**src/rtl/serial_add_controller_if.sv**
```systemverilog
// Handshake and operand/result bundle between the input logic (master)
// and the bit-serial add controller (slave).
interface serial_add_controller_if #(
  parameter int WIDTH = 8
);
  logic             start;
  logic [WIDTH-1:0] a;
  logic [WIDTH-1:0] b;
  logic             cin;
  logic             busy;
  logic             done;
  logic [WIDTH-1:0] sum;
  logic             cout;
  logic             overflow;

  modport master (
    output start, a, b, cin,
    input  busy, done, sum, cout, overflow
  );

  modport slave (
    input  start, a, b, cin,
    output busy, done, sum, cout, overflow
  );
endinterface

```
**src/rtl/serial_add_controller.sv**
```systemverilog
// Bit-serial adder: one shared full-adder cell walks two WIDTH-bit operands
// LSB first, one bit per clock, with a start/busy/done handshake.
module oneBitAdder (
  input  logic A,
  input  logic B,
  input  logic Cin,
  output logic Y,
  output logic C
);
  assign Y = A ^ B ^ Cin;
  assign C = (A & B) | (Cin & (A ^ B));
endmodule

module serial_add_controller #(
  parameter int WIDTH = 8
) (
  input  logic                 clk,
  input  logic                 reset,
  serial_add_controller_if.slave bus
);
  localparam int CW = (WIDTH > 1) ? $clog2(WIDTH) : 1;
  localparam logic [CW-1:0] LAST_BIT = CW'(WIDTH - 1);

  localparam logic [1:0] IDLE = 2'd0;
  localparam logic [1:0] RUN  = 2'd1;
  localparam logic [1:0] DONE = 2'd2;

  logic [1:0]       state_r;
  logic [WIDTH-1:0] a_sh_r;
  logic [WIDTH-1:0] b_sh_r;
  logic [WIDTH-1:0] sum_sh_r;
  logic             carry_r;
  logic [CW-1:0]    cnt_r;
  logic [WIDTH-1:0] sum_r;
  logic             cout_r;
  logic             overflow_r;
  logic             busy_r;
  logic             done_r;

  logic             y_s;
  logic             c_s;
  logic [WIDTH-1:0] sum_sh_s;

  oneBitAdder u_fa (
    .A   (a_sh_r[0]),
    .B   (b_sh_r[0]),
    .Cin (carry_r),
    .Y   (y_s),
    .C   (c_s)
  );

  // Next value of the sum shift register: this cycle's Y enters at the MSB.
  always_comb begin
    sum_sh_s          = sum_sh_r >> 1'b1;
    sum_sh_s[WIDTH-1] = y_s;
  end

  // Sequencer, datapath registers and registered handshake/result outputs.
  always_ff @(posedge clk) begin
    if (reset) begin
      state_r    <= IDLE;
      a_sh_r     <= '0;
      b_sh_r     <= '0;
      sum_sh_r   <= '0;
      carry_r    <= 1'b0;
      cnt_r      <= '0;
      sum_r      <= '0;
      cout_r     <= 1'b0;
      overflow_r <= 1'b0;
      busy_r     <= 1'b0;
      done_r     <= 1'b0;
    end else begin
      case (state_r)
        IDLE, DONE: begin
          done_r <= 1'b0;
          if (bus.start) begin
            a_sh_r   <= bus.a;
            b_sh_r   <= bus.b;
            carry_r  <= bus.cin;
            cnt_r    <= '0;
            sum_sh_r <= '0;
            busy_r   <= 1'b1;
            state_r  <= RUN;
          end else begin
            busy_r  <= 1'b0;
            state_r <= IDLE;
          end
        end
        RUN: begin
          sum_sh_r <= sum_sh_s;
          a_sh_r   <= a_sh_r >> 1'b1;
          b_sh_r   <= b_sh_r >> 1'b1;
          carry_r  <= c_s;
          cnt_r    <= cnt_r + CW'(1);
          // carry_r is the carry into the MSB on the final bit
          if (cnt_r == LAST_BIT) begin
            sum_r      <= sum_sh_s;
            cout_r     <= c_s;
            overflow_r <= carry_r ^ c_s;
            busy_r     <= 1'b0;
            done_r     <= 1'b1;
            state_r    <= DONE;
          end else begin
            busy_r  <= 1'b1;
            done_r  <= 1'b0;
            state_r <= RUN;
          end
        end
        default: begin
          busy_r  <= 1'b0;
          done_r  <= 1'b0;
          state_r <= IDLE;
        end
      endcase
    end
  end

  assign bus.busy     = busy_r;
  assign bus.done     = done_r;
  assign bus.sum      = sum_r;
  assign bus.cout     = cout_r;
  assign bus.overflow = overflow_r;
endmodule
```
**src/flat_wrapper.sv**
```systemverilog
// flat-port wrapper written by rule: the top's interface ports become plain ports
module serial_add_controller_flat 
#(
  parameter int WIDTH = 8
)
  (clk, reset, bus_start, bus_a, bus_b, bus_cin, bus_busy, bus_done, bus_sum, bus_cout, bus_overflow);
  serial_add_controller_if #(.WIDTH(WIDTH)) bus_i ();
  input  logic clk;
  input  logic reset;
  input wire logic [$bits(bus_i.start)-1:0] bus_start;
  input wire logic [$bits(bus_i.a)-1:0] bus_a;
  input wire logic [$bits(bus_i.b)-1:0] bus_b;
  input wire logic [$bits(bus_i.cin)-1:0] bus_cin;
  output wire logic [$bits(bus_i.busy)-1:0] bus_busy;
  output wire logic [$bits(bus_i.done)-1:0] bus_done;
  output wire logic [$bits(bus_i.sum)-1:0] bus_sum;
  output wire logic [$bits(bus_i.cout)-1:0] bus_cout;
  output wire logic [$bits(bus_i.overflow)-1:0] bus_overflow;
  assign bus_i.start = bus_start;
  assign bus_i.a = bus_a;
  assign bus_i.b = bus_b;
  assign bus_i.cin = bus_cin;
  assign bus_busy = bus_i.busy;
  assign bus_done = bus_i.done;
  assign bus_sum = bus_i.sum;
  assign bus_cout = bus_i.cout;
  assign bus_overflow = bus_i.overflow;
  serial_add_controller #(.WIDTH(WIDTH)) u_core (.clk(clk), .reset(reset), .bus(bus_i));
endmodule
```
**config.mk**
```make
export PLATFORM = sky130hd
export DESIGN_NAME = serial_add_controller_flat
export DESIGN_NICKNAME = d
export VERILOG_FILES = /design/src/rtl/serial_add_controller_if.sv /design/src/rtl/serial_add_controller.sv /design/src/flat_wrapper.sv
export SDC_FILE = /design/constraint.sdc
export NUM_CORES = 1
export LEC_CHECK = 0
export CORE_ASPECT_RATIO = 0.7
export CORE_UTILIZATION = 55
export DETAILED_ROUTE_END_ITERATION = 8
export GPL_ROUTABILITY_DRIVEN = 0
export PLACE_DENSITY = 0.83
export SYNTH_ARGS = -nofsm -noshare
export SYNTH_HDL_FRONTEND = slang
export SYNTH_SLANG_ARGS = --single-unit
```
**constraint.sdc**
```tcl
create_clock -name clk -period 3.5 [get_ports clk]
set_input_delay 0.7 -clock clk [delete_from_list [all_inputs] [get_ports clk]]
set_output_delay 0.7 -clock clk [all_outputs]
set_load 0.01 [all_outputs]
```
Word level (Yosys, flattened, before mapping)
Cells that the tools add are included.

Bits in registers: 42. Input port bits: 20. Output and inout bits: 12. Logic and storage cells: 46.

$add $sub $neg: 1. Equal/unequal tests: 4. Mux-type cells: 17. Bitwise operators: 7. Reductions and logical operators: 6.

Operators by type and width (number): $pmux W8 S2 (3); $mux W8 (3); $pmux W3 S2 (1); $mux W1 (5); $pmux W1 S2 (2); $pmux W2 S2 (1); $reduce_and A2 Y1 (2); $reduce_or A2 Y1 (2); $add A3 B1 Y3 const B (1); $eq A3 B3 Y1 const B (1); $mux W3 (1); $xor A1 B1 Y1 (3); $and A1 B1 Y1 (2); $eq A2 B1 Y1 const B (1); $eq A2 B2 Y1 const B (1); $logic_not A2 Y1 (1); $mux W2 (1); $ne A2 B2 Y1 const B (1); $reduce_bool A2 Y1 (1); $not A1 Y1 (1); $or A1 B1 Y1 (1).

Longest topological paths before layout
Depth after elaboration: 4. Mapped depth: 6. Mapped depth without buffers: 5.

Modules after synthesis
Synthesis repeated with hierarchy kept, for this count alone.

Cells, all modules: 196. Area, all modules: 1675.4 um^2.

By module, submodules not included: serial_add_controller (times used 1, cells an instance 195, area an instance 1655.3 um^2, seq. area each 800.8 um^2); oneBitAdder (times used 1, cells an instance 1, area an instance 20.0 um^2, seq. area each 0.0 um^2).

Worst setup path after synthesis
OpenSTA, ideal clock, no wires.

Kind: input -> register. Start: input bus_start. End: register u_core.a_sh_r[3]. Library setup time: 0.136 ns. Arrival: 1.266 ns. Data required time: 3.364 ns. Slack: 2.098 ns. Stages on the path: 5. Path buffers: 2. Cells stage by stage: nor2b_1 buf_4 buf_8 nor3_2 nor3_2.

Longest elaborated chain between the ends: 2.

RTL lines: start: declaration (line flat_wrapper.sv:10) `input wire logic [$bits(bus_i.start)-1:0] bus_start;`; $ne A2 B2 Y1 (no source line); $reduce_and A2 Y1 (no source line); end signal: assignment (line serial_add_controller.sv:77) `a_sh_r <= bus.a;`; end signal: assignment (line serial_add_controller.sv:91) `a_sh_r <= a_sh_r >> 1'b1;`; end: declaration (line serial_add_controller.sv:29) `logic [WIDTH-1:0] a_sh_r;`.

Every way passes these cells. A chain may end at the register's enable or synchronous reset.

==> impl_metrics.json <==
{
  "status": "finished with violations",
  "violations": "design-rule violations",
  "antenna_left": 0,
  "tightest_slew_ns": 1.18,
  "clk_pin_slew_ns": 0.07,
  "setup_tns_ns": 0,
  "portBuffers": 31,
  "seq_area_frac_synth_pct": 44.3,
  "coreArea_sq_um": 3150,
  "period_needed_ns": 2.02,
  "synth_cell_types": 28,
  "cp.depth": 1,
  "num-fill-cells": 253,
  "drive_above_1_share_pct": 23.5,
  "synthTopCellsByArea": "dfxtp_1 44%, nor3_2 12%, nand2_1 6.0%, o22ai_1 5.2%, nand3_2 4.4%",
  "grt.overflow.total": 0,
  "final_common_cell": "dfxtp_1",
  "grt_first_pass_wirelength_microns": 5780,
  "grt_max_degree": 41,
  "max_freq_mhz": 494,
  "avgSynthCellArea_sq_um": 10.0,
  "reg2reg_to": "u_core.b_sh_r[3]$_SDFFE_PP0P_",
  "die_area_sq_um": 3530,
  "dieHeight_microns": 50.0,
  "grtUsageTotal_pct": 21.8,
  "cp_slowest_cell": "clkdlybuf4s50_1",
  "syn2layout_area_growth_pct": 16.5,
  "hold_ws_ns": 0.459,
  "met3_usage_pct": 7.57,
  "antenna_found_initial": 0,
  "cts_buffer_depth": 2,
  "critical-path-top-delay-family": "buffers and inverters",
  "insertion_delay_ns": 0.29,
  "clk_root_buffer_cell": "clkbuf_8",
  "hold_buffers": 0,
  "synthCells": 181,
  "final_util_pct": 66.9,
  "layout_common_cells": "40 x dfxtp_1, 30 x clkdlybuf4s50_1, 29 x nand2_1",
  "io_pins": 32,
  "wl_per_cell_microns": 14.4,
  "clock_sinks": 40,
  "worstPathMaxFanout": 7,
  "initial_utilization_pct": 57.5,
  "cts_tree": "yes",
  "hold_violations": 0,
  "criticalPathCategory": "reg2out",
  "use_met2_pct": 34.8,
  "synth_top_area_cell": "dfxtp_1",
  "cp_cell_sequence": "clkdlybuf4s50_1",
  "htreeDepth": 2,
  "cts_resized": 0,
  "slowest_delay_ns": 0.59,
  "maxSlewViolCount": 0,
  "viasPerCell": 5.57,
  "rsz0062_at_grt": "false",
  "power_leakage_nw": 0.703,
  "fin_ws_ns": 1.48,
  "rows": 17,
  "synth_fp_nets": 204,
  "drt_first_iter_violations": 86,
  "antennaDiodeCount": 0,
  "drv_cap": 0,
  "cp-end-kind": "primary output",
  "slew_headroom_pct": 21.3,
  "post-place-ws_ns": 1.51,
  "arrival_ns": 1.32,
  "die_w_microns": 70.6,
  "grt_use_met1_pct": 26.7,
  "synth_area_sq_um": 1810,
  "regToRegSetupSlack_ns": 1.69,
  "setup_viol": 0,
  "r2r_cells": 3,
  "grt.busiest_layer": "met2",
  "layout.nets": 226,
  "ys_ff_latch": 40,
  "cp-start-kind": "flop",
  "hold_class": "reg2reg",
  "post-cts-setup-buffers": 0,
  "endpoint": "bus_busy",
  "vias": 1348,
  "p_per_area_nw_per_um2": 474,
  "cts_buffers": 5,
  "grt_pass1_vias": 1242,
  "startpoint": "u_core.state_r[0]$_SDFF_PP0_",
  "total_power_mw": 0.998,
  "ys.warnings.count": 0,
  "synth_top_area_share_pct": 44.3,
  "fin_crit_sh_pct": 57.8,
  "required_ns": 2.80,
  "vdd_drop_max_mv": 0.279,
  "cp_num_buf_inv": 1,
  "drt-total-wl_microns": 3490,
  "clock_skew_ns": 0.00551,
  "place_hpwl_microns": 2240,
  "drc": 6,
  "drt-pass1-iter-count": 6,
  "rr_startpoint": "u_core.state_r[0]$_SDFF_PP0_"
}
-- registers in the layout, summed over array words and instances, names as in the netlist --
| name | cells |
|---|---|
| u_core.cnt_r | 3 |
| u_core.bus.done | 1 |
| u_core.sum_sh_r | 7 |
| u_core.state_r | 2 |
| u_core.bus.overflow | 1 |
| u_core.b_sh_r | 8 |
| u_core.a_sh_r | 8 |
| u_core.carry_r | 1 |
| u_core.bus.sum | 8 |
| u_core.bus.cout | 1 |
-- synthesized netlist by cell type, drive strengths merged --
cell type	instances
a211oi	1
a21oi	21
and2b	1
and3b	1
buf	13
clkbuf	4
dfxtp	40
fa	1
ha	2
nand2	29
nand2b	3
nand3	12
nand3b	1
nor2	4
nor2b	1
nor3	30
o21a	1
o22ai	15
xnor2	1
-- logic make-up (layout without fill, tap and decap cells) --
| group | after synthesis | count (layout) | synth area share, % |
|---|---|---|---|
| compound gates | 38 | 38 | 13.5 |
| xor+xnor | 1 | 1 | 0.484 |
| fa+ha+maj | 3 | 3 | 2.49 |
| buf+inv | 17 | 40 | 9.40 |
| flops | 40 | 40 | 44.3 |
| simple gates | 82 | 82 | 29.9 |
-- per-stage QoR --
step                instances  cell area (sq um)
global route              242               2110
detailed placement        234               2000
finish                    242               2110
global placement          234               2000
floorplan                 181               1810
CTS                       242               2110
-- how the worst min path moves through the flow --
stage	startpoint	slack (ns)	to	depth (start not counted)
floorplan	u_core.sum_sh_r[1]$_SDFFE_PP0P_	0.44	u_core.bus.sum[0]$_SDFFE_PP0P_	2
global placement	u_core.bus.sum[0]$_SDFFE_PP0P_	0.44	u_core.bus.sum[0]$_SDFFE_PP0P_	2
detailed placement	u_core.sum_sh_r[1]$_SDFFE_PP0P_	0.46	u_core.sum_sh_r[1]$_SDFFE_PP0P_	2
CTS	u_core.bus.sum[2]$_SDFFE_PP0P_	0.47	u_core.bus.sum[2]$_SDFFE_PP0P_	2
global route	u_core.bus.sum[2]$_SDFFE_PP0P_	0.49	u_core.bus.sum[2]$_SDFFE_PP0P_	2
finish	u_core.bus.sum[4]$_SDFFE_PP0P_	0.46	u_core.bus.sum[4]$_SDFFE_PP0P_	2
-- layer usage --
metal  wire length (microns)  share of wire (%)
met5                       0                  0
met1                    1590                 46
met3                     179                5.1
met2                    1660                 48
met4                      61                1.7
-- power by group --
group	internal [mW]	total [mW]	switching (mW)
registers	0.478	0.496	0.0182
clock network	0.211	0.364	0.152
logic	0.0626	0.138	0.0755
total	0.752	0.998	0.246
-- area by class of cell --
| cell class | count | area [sq um] | area share, % |
|---|---|---|---|
| clock buffer | 6 | 72.6 | 3.44 |
| clock inverter | 2 | 35.0 | 1.66 |
| tap | 38 | 47.5 | 2.26 |
| timing repair buffer | 32 | 313 | 14.8 |
| sequential | 40 | 801 | 38.0 |
| multi-input combinational | 124 | 838 | 39.8 |
Note: power is estimated with default switching activity, not from simulation.
